==> src/rtl/spiflash_pkg.sv <==
// Shared constants, state encoding and helpers for the SPI flash read controller.
package spiflash_pkg;

  localparam int ADDR_W = 24;
  localparam int DATA_W = 32;

  localparam logic [7:0] CMD_READ = 8'h03;
  localparam logic [7:0] CMD_RPD  = 8'hAB;

  typedef enum logic [2:0] {
    WAKE_CMD,
    WAKE_WAIT,
    IDLE,
    SHIFT,
    RESP
  } state_e;

  // Flash delivers byte0 first (MSB-first); the bus wants byte0 in the low lane.
  function automatic logic [DATA_W-1:0] byte_swap(input logic [DATA_W-1:0] w);
    return {w[7:0], w[15:8], w[23:16], w[31:24]};
  endfunction

endpackage

==> src/rtl/spi_shifter.sv <==
// Mode-0 SPI bit engine: DIV-divided SCK, 64-bit shift register, start/done handshake.
module spi_shifter
  import spiflash_pkg::*;
#(
  parameter int unsigned DIV = 1
) (
  input  logic              clk,
  input  logic              rst,
  input  logic              start,
  input  logic [63:0]       load_data,
  input  logic [6:0]        nbits,
  input  logic              miso,
  output logic              busy,
  output logic              done,
  output logic              sck,
  output logic              mosi,
  output logic [DATA_W-1:0] rx_data
);

  logic        active_q, active_d;
  logic        fin_q, fin_d;
  logic        done_q, done_d;
  logic        sck_q, sck_d;
  logic [63:0] sr_q, sr_d;
  logic [7:0]  div_q, div_d;
  logic [5:0]  bit_q, bit_d;
  logic [6:0]  len_q, len_d;
  logic        last_bit;

  always_comb begin
    // NOTE: every _d takes its current value first so no branch can infer a latch.
    active_d = active_q;
    fin_d    = 1'b0;
    done_d   = fin_q;
    sck_d    = sck_q;
    sr_d     = sr_q;
    div_d    = div_q;
    bit_d    = bit_q;
    len_d    = len_q;
    last_bit = ({1'b0, bit_q} == (len_q - 7'd1));

    if (start && !active_q) begin
      active_d = 1'b1;
      sr_d     = load_data;
      len_d    = nbits;
      div_d    = '0;
      bit_d    = '0;
      sck_d    = 1'b0;
    end else if (active_q) begin
      if (div_q == 8'(DIV - 1)) begin
        div_d = '0;
        if (!sck_q) begin
          sck_d    = 1'b1;
          sr_d[0]  = miso;
        end else begin
          sck_d = 1'b0;
          sr_d  = {sr_q[62:0], 1'b0};
          bit_d = bit_q + 6'd1;
          if (last_bit) begin
            active_d = 1'b0;
            fin_d    = 1'b1;
          end
        end
      end else begin
        div_d = div_q + 8'd1;
      end
    end
  end

  always_ff @(posedge clk) begin
    if (rst) begin
      active_q <= 1'b0;
      fin_q    <= 1'b0;
      done_q   <= 1'b0;
      sck_q    <= 1'b0;
      sr_q     <= '0;
      div_q    <= '0;
      bit_q    <= '0;
      len_q    <= '0;
    end else begin
      // NOTE: non-blocking assignments so every flop samples pre-edge values.
      active_q <= active_d;
      fin_q    <= fin_d;
      done_q   <= done_d;
      sck_q    <= sck_d;
      sr_q     <= sr_d;
      div_q    <= div_d;
      bit_q    <= bit_d;
      len_q    <= len_d;
    end
  end

  // The fin stage keeps busy high one extra clk so the FSM sees done two clk after the last fall.
  assign busy    = active_q | fin_q;
  assign done    = done_q;
  assign sck     = sck_q;
  assign mosi    = active_q & sr_q[63];
  assign rx_data = sr_q[32:1];

endmodule

==> src/rtl/spiflash_reader.sv <==
// Bus-side read controller: wakes the flash with 0xAB, then serves word reads via 0x03.
module spiflash_reader
  import spiflash_pkg::*;
#(
  parameter int unsigned DIV         = 1,
  parameter int unsigned WAKE_CYCLES = 64
) (
  input  logic              clk,
  input  logic              rst,
  input  logic              req_valid,
  output logic              req_ready,
  input  logic [ADDR_W-1:0] req_addr,
  output logic              rsp_valid,
  input  logic              rsp_ready,
  output logic [DATA_W-1:0] rsp_data,
  output logic              flash_csb,
  output logic              flash_clk,
  output logic              flash_mosi,
  input  logic              flash_miso,
  output logic              flash_wpn,
  output logic              flash_holdn
);

  state_e            state_q, state_d;
  logic              csb_q, csb_d;
  logic [15:0]       wait_q, wait_d;
  logic [DATA_W-1:0] data_q, data_d;

  logic              sh_start;
  logic [63:0]       sh_load;
  logic [6:0]        sh_nbits;
  logic              sh_busy, sh_done;
  logic [DATA_W-1:0] sh_rx;
  logic              accept;

  spi_shifter #(.DIV(DIV)) u_shifter (
    .clk       (clk),
    .rst       (rst),
    .start     (sh_start),
    .load_data (sh_load),
    .nbits     (sh_nbits),
    .miso      (flash_miso),
    .busy      (sh_busy),
    .done      (sh_done),
    .sck       (flash_clk),
    .mosi      (flash_mosi),
    .rx_data   (sh_rx)
  );

  assign req_ready = (state_q == IDLE);
  assign accept    = req_valid && req_ready;

  always_comb begin
    state_d  = state_q;
    csb_d    = csb_q;
    wait_d   = wait_q;
    data_d   = data_q;
    sh_start = 1'b0;
    sh_load  = '0;
    sh_nbits = 7'd64;

    unique case (state_q)
      WAKE_CMD: begin
        if (sh_done) begin
          csb_d   = 1'b1;
          wait_d  = '0;
          state_d = WAKE_WAIT;
        end else if (!sh_busy) begin
          sh_start = 1'b1;
          sh_load  = {CMD_RPD, 56'h0};
          sh_nbits = 7'd8;
          csb_d    = 1'b0;
        end
      end
      WAKE_WAIT: begin
        if (wait_q == 16'(WAKE_CYCLES - 1)) state_d = IDLE;
        else                                wait_d  = wait_q + 16'd1;
      end
      IDLE: begin
        if (accept) begin
          sh_start = 1'b1;
          sh_load  = {CMD_READ, req_addr & 24'hFFFFFC, 32'h0};
          csb_d    = 1'b0;
          state_d  = SHIFT;
        end
      end
      SHIFT: begin
        if (sh_done) begin
          csb_d   = 1'b1;
          data_d  = byte_swap(sh_rx);
          state_d = RESP;
        end
      end
      RESP: begin
        if (rsp_ready) state_d = IDLE;
      end
      default: state_d = WAKE_CMD;
    endcase
  end

  always_ff @(posedge clk) begin
    if (rst) begin
      state_q <= WAKE_CMD;
      csb_q   <= 1'b1;
      wait_q  <= '0;
      data_q  <= '0;
    end else begin
      state_q <= state_d;
      csb_q   <= csb_d;
      wait_q  <= wait_d;
      data_q  <= data_d;
    end
  end

  assign rsp_valid   = (state_q == RESP);
  assign rsp_data    = data_q;
  assign flash_csb   = csb_q;
  assign flash_wpn   = 1'b1;
  assign flash_holdn = 1'b1;

endmodule

==> config.mk <==
export PLATFORM = sky130hd
export DESIGN_NAME = spiflash_reader
export DESIGN_NICKNAME = d
export VERILOG_FILES = /design/src/rtl/spiflash_pkg.sv /design/src/rtl/spi_shifter.sv /design/src/rtl/spiflash_reader.sv
export SDC_FILE = /design/constraint.sdc
export NUM_CORES = 1
export LEC_CHECK = 0
export CELL_PAD_IN_SITES_DETAIL_PLACEMENT = 2
export CELL_PAD_IN_SITES_GLOBAL_PLACEMENT = 2
export CORE_AREA = 2 2 152 124
export CTS_CLUSTER_SIZE = 12
export DETAILED_ROUTE_END_ITERATION = 6
export DIE_AREA = 0 0 154 126
export GPL_TIMING_DRIVEN = 0
export PLACE_DENSITY = 0.85
export SLEW_MARGIN = 20
export SYNTH_ARGS = -nofsm -noshare
export SYNTH_HDL_FRONTEND = slang
export SYNTH_SLANG_ARGS = --single-unit
export TNS_END_PERCENT = 100
==> constraint.sdc <==
create_clock -name clk -period 2.8 [get_ports clk]
set_clock_uncertainty 0.2 [all_clocks]
set_input_delay 0.56 -clock clk [delete_from_list [all_inputs] [get_ports clk]]
set_output_delay 0.56 -clock clk [all_outputs]
set_load 0.1 [all_outputs]
---- Word-level counts from Yosys, hierarchy flattened ----
Cells that the tools add are included.
W data, S select, Z words.
storage, ports and cells
  register bits ........................... 141
  input bits .............................. 29
  output and inout bits ................... 39
  logic and storage cells ................. 93
operators by class
  reduce and logical (&&, ||, !) cells .... 20
  muxes and demuxes ....................... 38
  bitwise logic cells ..................... 5
  equality and inequality tests ........... 13
  add/subtract/negate cells ............... 4
operators with widths
  kind                     number
  $mux W64                 5
  $pmux W64 S2             1
  $mux W63                 1
  $mux W58                 1
  $mux W16                 2
  $pmux W16 S2             1
  $mux W7                  3
  $add A16 B1 Y16 const B  1
  $eq A16 B6 Y1 const B    1
  $mux W1                  15
  $mux W3                  5
  $pmux W3 S5              1
  $reduce_and A3 Y1        3
  $add A8 B1 Y8 const B    1
  $logic_not A8 Y1         1
  $mux W8                  1
  $ne A2 B1 Y1 const B     4
  $reduce_bool A2 Y1       4
  $eq A6 B7 Y1             1
  $sub A7 B1 Y7 const B    1
  $add A6 B1 Y6 const B    1
  $eq A3 B2 Y1 const B     2
  $reduce_and A2 Y1        3
  $reduce_and A5 Y1        1
  other kinds (16)         20

---- Longest topological paths before layout ----
Gate-level depths: netlist (run 1).
  depth in word-level cells ............... 7
  gate-level depth with buffers ........... 8
  mapped depth without buffers ............ 6

---- Hierarchy ----
Synthesis (run 1) repeated with hierarchy kept, for this count alone.
second synthesis, totals
  cells, all modules ...................... 864
  area total of the unflattened synthesis .. 6777.8 um^2
by module, submodules not included
  module           area each (um^2)  instances  cells each  seq. area each (um^2)
  spi_shifter      4176.5            1          531         1781.7
  spiflash_reader  2601.2            1          333         1041.0

---- Worst setup path after synthesis (run 1) ----
No wires, ideal clock.
  path type ............................... register to register
  start point ............................. register u_shifter.sck_q, in the netlist u_shifter.sck
  end point ............................... register u_shifter.sr_q[37]
  path slack .............................. 473 ps
  data arrival time ....................... 1988 ps
  path buffers ............................ 3
  stages on the path, launching flop included .. 7
  library setup time ...................... 139 ps
  data required time ...................... 2461 ps
  period minus slack after synthesis ...... 2327 ps
  cell sequence ........................... dfxtp_1 -> clkbuf_1 -> nand3_1 -> clkbuf_1 -> clkbuf_1 -> o211ai_1 -> a221oi_1
on the way
  cells in the longest elaborated chain, start to end .. 2
RTL lines
  element                              RTL line           RTL
  from (decl)                          spi_shifter.sv:23  logic sck_q, sck_d;
  from (signal assigned)               spi_shifter.sv:85  sck_q <= sck_d;
  $reduce_bool A2 Y1 (no source line)  --
  $reduce_and A3 Y1 (no source line)   --
  to (signal assigned)                 spi_shifter.sv:86  sr_q <= sr_d;
  to (decl)                            spi_shifter.sv:24  logic [63:0] sr_q, sr_d;
No other way between the ends.
A chain may end at the register's enable or synchronous reset.

---- Worst setup path after layout (run 1) ----
  start point ............................. register data_q[21], in the netlist rsp_data[21]
  end point ............................... output rsp_data[21]
RTL lines
  element                 RTL line                RTL
  from (decl)             spiflash_reader.sv:27   logic [DATA_W-1:0] data_q, data_d;
  from (signal assigned)  spiflash_reader.sv:111  data_q <= data_d;
  to (decl)               spiflash_reader.sv:15   output logic [DATA_W-1:0] rsp_data,
No word-level cell between the ends.

==> results of run 1 <==
==> metrics by stage <==
stage / cells / hold slack (ns) / setup TNS, ns / area (um2)
3_5_place_dp: 1002 / 0.251 / -11.82 / 6720
3_3_place_gp: 1002 / 0.241 / -8.90 / 6720
2_1_floorplan: 709 / 0.231 / 0 / 5800
6_report: 1034 / 0.261 / 0 / 7310
4_1_cts: 1034 / 0.265 / 0 / 7300
5_1_grt: 1034 / 0.280 / 0 / 7310
==> worst paths after layout <==
path                            depth (start not counted)                               to                             from  slack, ns
worst max register to register                          8  u_shifter.sr_q[42]$_SDFFE_PP0P_  u_shifter.div_q[0]$_SDFFE_PP0P_       0.25
worst min-delay path                                    2        rsp_data[27]$_SDFFE_PP0P_        rsp_data[27]$_SDFFE_PP0P_       0.26
worst max-delay path                                    1                     rsp_data[21]        rsp_data[21]$_SDFFE_PP0P_       0.08
worst min register to register                          2        rsp_data[27]$_SDFFE_PP0P_        rsp_data[27]$_SDFFE_PP0P_       0.26
==> cell families after synthesis <==
| family | Yosys count |
|---|---|
| XOR/XNOR | 13 |
| AO/OA/AOI/OAI | 171 |
| AND/OR/NAND/NOR | 296 |
| flip-flops | 136 |
| multiplexers | 6 |
| other | 1 |
| buffers and inverters | 81 |
| adder cells (fa/ha/maj) | 4 |
==> layout by cell type, fill, tap and decap left out, drive strengths merged, types with 7 or more instances in the layout <==
cell,instances
nand3,11
and3,8
or4,7
xor2,7
dfxtp,136
a221oi,22
clkdlybuf4s50,60
nand4,14
clkbuf,48
nor2,29
nor3,11
o21ai,13
inv,31
o211ai,26
a31oi,12
buf,23
a21oi,78
nand2,185
==> per-layer routing <==
layer | wire (um) | share of wire [%]
met2 | 9830 | 49
met4 | 298 | 1.5
met5 | 0 | 0
met3 | 610 | 3.0
met1 | 9300 | 46
==> cell type report <==
class	count	area (um2)
Inverter	28	105
Clock inverter	15	150
Fill cell	1996	10600
Buffer	53	249
Multi-Input combinational cell	492	2740
Clock buffer	17	425
Tap cell	230	288
Sequential cell	136	2720
Timing Repair Buffer	63	627
==> flip-flops by register name, summed over array words and instances, names as in the netlist <==
name,flops
wait_q,16
u_shifter.sck,1
u_shifter.done,1
state_q,3
u_shifter.active_q,1
u_shifter.div_q,8
u_shifter.bit_q,6
u_shifter.sr_q,64
flash_csb,1
u_shifter.len_q,2
rsp_data,32
u_shifter.done_d,1
==> power by group <==
group          total (uW)  switching [uW]  internal [uW]
clock                2230             923           1310
sequential           1990            21.2           1970
combinational         278             179           99.1
==> timing repair <==
action / 4_1_cts / 5_1_grt
resized for setup: 9 / 12
gates cloned: 0 / 0
hold buffers: 0 / 0
setup endpoints to repair: 3 / 36
==> run metrics, run 1 <==
crit path kind flip-flop to primary output; grt total ovfl 0; status complete, no violations; post-route clock period utilization 97.2%; EDFF count, synth 0; row count 44; top cell type's share of synthesized area 46.9%; simple-gate share of the synthesized area 23.7%; Pwr Density 616 nW/um2; layout cell share with drive strength beyond 1 9.33%; clk sinks 136; Synth Area in Compound Gates 19.5%; first-pass GRT wire length 33,100 um; worst vdd ir 0.315 mV; drt pass-1 iters 5; mean post-synth cell area 8.19 um2; Crit. End Element primary output; H-Tree Depth 4; Seq/Total Area, Yosys 46.9%; most common cell in the netlist nand2_1; synthesized flop and latch total 136; P&R area growth vs syn 26.0%; fmax 0.367 GHz; antenna-violating nets left 0; Clock Pin Slew Worst Setup and Hold Paths 0.06 ns; hold crit path type flip-flop to flip-flop; Final Hold Vio Count 0; Area contributors post-synth dfxtp_1, nand2_1, a21oi_1, o211ai_1, a221oi_1; clk buf depth 2; final worst path period need 2.72 ns; worst relative slew slack 33.2%; mux cell area share after synthesis 1.04%; CP max stage cell clkdlybuf4s50_1; cell taking the most area after synthesis dfxtp_1; Port Buffers 63; core box area 17,900 um2; TritonCTS buffer count 17; DR DRC count 0; Die W 154 um; Clock Latency Late Sink 0.43 ns; post-detail-place hpwl 13,500 um; Post-Syn Instances 708; adder-cell share of the synthesized area 0.863%; post-CTS setup buffers 0; Post-Place Setup Slack -0.310 ns; cell family with most CP delay buffers and inverters; ant diodes 0; vias in the first global route 6,129; Routed WL per cell 19.4 um; RSZ-0062 raised after global routing false; share of synthesized registers carrying an async set or reset 0%; Setup Viol. Count Final 0; vias per inst 5.40; crit path cell chain clkdlybuf4s50_1; IO Pins 68; largest net degree at the start of global routing 17; vias post-DR 5,581; Post-synth top cells nand2_1, dfxtp_1, a21oi_1; Die Footprint 19,400 um2; met3 usage 4.44%; Startpoint Class flip-flop; CP max FO 2; CP Buf/Inv Count 1; gpl congestion 0.832; Power, Total 4500 uW; Total GRT Usage 21.4%; WL final 20,000 um; nets 824; Leakage 0.00238 uW; PnR worst setup slack 0.0770 ns; xor/xnor share of the synthesized area 1.96%; TritonCTS clock tree built; Max stage delay on crit path 1.17 ns; number of library cell types mapped by synthesis 57; Synth Cell Area 5800 um2; die height 126 um; synth warn 0; max-capacitance violation count 0; Slew @ Worst Pin 0.998 ns; required time of the critical path 2.04 ns; Main synth FF type dfxtp_1; Initial Utilization 32.4%; initial antenna violation count 0; GRT met1 Usage 27.3%; Most Crowded Layer GR met2; DR iter-0 viols 311; Max Slew Vio Count 0; met2 Use GR 36.3%; final core utilization 40.9%; largest family of logic cells by synthesized area simple AND/OR/NAND/NOR gates; critical path data arrival time 1.96 ns; CTS root buf clkbuf_16
No activity file was read; power rests on OpenSTA's default activity.
==> run 2, diff against run 1 <==
- CTS_CLUSTER_DIAMETER: unset -> 80
==> results of run 2 <==
Final layout, timing and power as in run 1 (identical DEF).
==> run 3, diff against run 2 <==
- CORE_AREA: 2 2 152 124 -> 5 5 155 127
- DIE_AREA: 0 0 154 126 -> 0 0 160 132
- PLACE_DENSITY: 0.85 -> unset
- PLACE_DENSITY_LB_ADDON: unset -> 0.3
==> run metrics, run 3 (same netlist as run 1, synthesis figures left out) <==
Setup Viol. Count Final 0 (unchanged); Crit. End Element primary output; clk buf depth 2 (unchanged); max reg flops 64 (unchanged); critical path data arrival time 1.94 ns (-0.02 ns); die height 132 um (+4.8%); dpl cell area 6720 um2 (unchanged); IO Pins 68 (unchanged); core box area 17,900 um2 (unchanged); largest net degree at the start of global routing 17 (unchanged); Port Buffers 63 (unchanged); Initial Utilization 32.4% (unchanged); Pwr Density 636 nW/um2 (+3.3%); Setup crit end rsp_data[24]; Fill cells 1,984 (-0.60%); RSZ-0062 raised after global routing false; Max stage delay on crit path 1.15 ns (-0.02 ns); Layout Cells excl Fill 1,034 (unchanged); clk sinks 136 (unchanged); # placed instances 1,002 (unchanged); P&R area growth vs syn 26.8%; Die Footprint 21,100 um2 (+8.8%); r2r setup slk 0.25 ns (about the same); Clock Latency Late Sink 0.42 ns (about the same); gpl congestion 0.800 (-3.8%); critical path depth in cells 1 (unchanged); crit path kind flip-flop to primary output; CP Buf/Inv Count 1 (unchanged); initial antenna violation count 0 (unchanged); crit path cell chain clkdlybuf4s50_1; antenna-violating nets left 0 (unchanged); final setup TNS 0 ns (unchanged); worst reg2reg endpoint wait_q[8]$_SDFFE_PP0P_; required time of the critical path 2.04 ns (about the same); Power, Total 4680 uW (+4.0%); drt pass-1 iters 4 (-1); grt total ovfl 0 (unchanged); Die W 160 um (+3.9%); Clock Pin Slew Worst Setup and Hold Paths 0.06 ns (about the same); DR iter-0 viols 245 (-21%); first-pass GRT wire length 31,900 um (-3.7%); post-detail-place hpwl 13,600 um (+0.58%); DR DRC count 0 (unchanged); most flop-heavy register u_shifter.sr_q; worst r2r src state_q[0]$_SDFFE_PP0P_; depth of the worst register-to-register path 5 (-3); WL final 19,300 um (-3.7%); Finished Cell Area 7350 um2 (+0.60%); ant diodes 0 (unchanged); vias in the first global route 6,002 (-2.1%); CP max stage cell clkdlybuf4s50_1; worst relative slew slack 32.9% (-0.32 points); Critical path origin rsp_data[24]$_SDFFE_PP0P_; Slew @ Worst Pin 1.00 ns (+0.00482 ns); cell family with most CP delay buffers and inverters; Final Hold Vio Count 0 (unchanged); H-Tree Depth 4 (unchanged); row count 44 (unchanged); Routed WL per cell 18.7 um (-3.7%); CTS root buf clkbuf_16; Leakage 0.00241 uW (+1.3%); Startpoint Class flip-flop; post-route clock period utilization 96.5% (-0.73 points); most frequent cells in the layout nand2_1, dfxtp_1, a21oi_1; final worst path period need 2.70 ns (-0.0204 ns); worst vdd ir 0.306 mV (-3.0%); hold crit path type flip-flop to flip-flop; TritonCTS clock tree built; vias per inst 5.31 (-1.6%); CP max FO 2 (unchanged); Max Slew Vio Count 0 (unchanged); status complete, no violations; nets 824 (unchanged); fmax 0.370 GHz (+0.76%); Total GRT Usage 18.6% (-2.7 points); max-capacitance violation count 0 (unchanged); TritonCTS buffer count 17 (unchanged); layout cell share with drive strength beyond 1 8.83% (-0.50 points); most common cell after layout, fill and taps aside nand2_1; vias post-DR 5,491 (-1.6%)
## run 3: stage by stage
step | hold WS [ns] | utilization [%] | setup slack (ns)
global placement | 0.240 | 37.6 | -0.241
CTS | 0.258 | 41.1 | 0.0196
global route | 0.272 | 41.1 | 0.0271
finish | 0.257 | 41.1 | 0.0974
detailed placement | 0.249 | 37.6 | -0.327
floorplan | 0.231 | - | 0.473
## run 3: repair_timing
| item | CTS | global route |
|---|---|---|
| hold buffers | 0 | 0 |
| setup endpoints to repair | 3 | 19 |
| setup buffers | 0 | 0 |
| gates resized for setup | 9 | 8 |
## run 3: how the worst min path moves through the flow
| stage | startpoint | end | depth (start not counted) |
|---|---|---|---|
| 3_3_place_gp | u_shifter.sr_q[60]$_SDFFE_PP0P_ | u_shifter.sr_q[60]$_SDFFE_PP0P_ | 2 |
| 4_1_cts | rsp_data[20]$_SDFFE_PP0P_ | rsp_data[20]$_SDFFE_PP0P_ | 2 |
| 6_report | rsp_data[20]$_SDFFE_PP0P_ | rsp_data[20]$_SDFFE_PP0P_ | 2 |
| 3_5_place_dp | rsp_data[20]$_SDFFE_PP0P_ | rsp_data[20]$_SDFFE_PP0P_ | 2 |
| 2_1_floorplan | u_shifter.sr_q[58]$_SDFFE_PP0P_ | u_shifter.sr_q[58]$_SDFFE_PP0P_ | 2 |
| 5_1_grt | u_shifter.sr_q[61]$_SDFFE_PP0P_ | u_shifter.sr_q[62]$_SDFFE_PP0P_ | 2 |
## run 3: layer usage
| metal | vias to the layer above | GRT usage (%) | share of wire, % |
|---|---|---|---|
| li1 | 2641 | - | - |
| met4 | 0 | 4.68 | 0.93 |
| met5 | - | 0 | 0 |
| met2 | 86 | 31.4 | 49 |
| met1 | 2752 | 24.1 | 46 |
| met3 | 12 | 4.41 | 3.5 |
## run 3: tightest hold or removal path, delay by kind of cell, from the launching register on
family | cells | cell delay [ns]
DFF | 1 | 0.31
AOI/OAI and AO/OA | 1 | 0.05
and+or+nand+nor | 1 | 0.05
## run 3: layout make-up
cell class	count	area (um2)	share of cell area, %
repair buffers	63	622	8.46
clock inverters	12	171	2.33
multi-input cells	492	2740	37.3
plain buffers	53	245	3.34
flip-flops and latches	136	2720	37.0
well taps	230	288	3.91
clock buffers	20	457	6.21
inverters	28	105	1.43
## run 3: power by group
part / leakage (uW) / internal, uW / switching [uW]
Clock: 0.000314 / 1540 / 881
Combinational: 0.000991 / 98.6 / 174
Sequential: 0.00110 / 1970 / 20.2
Total: 0.00241 / 3600 / 1080
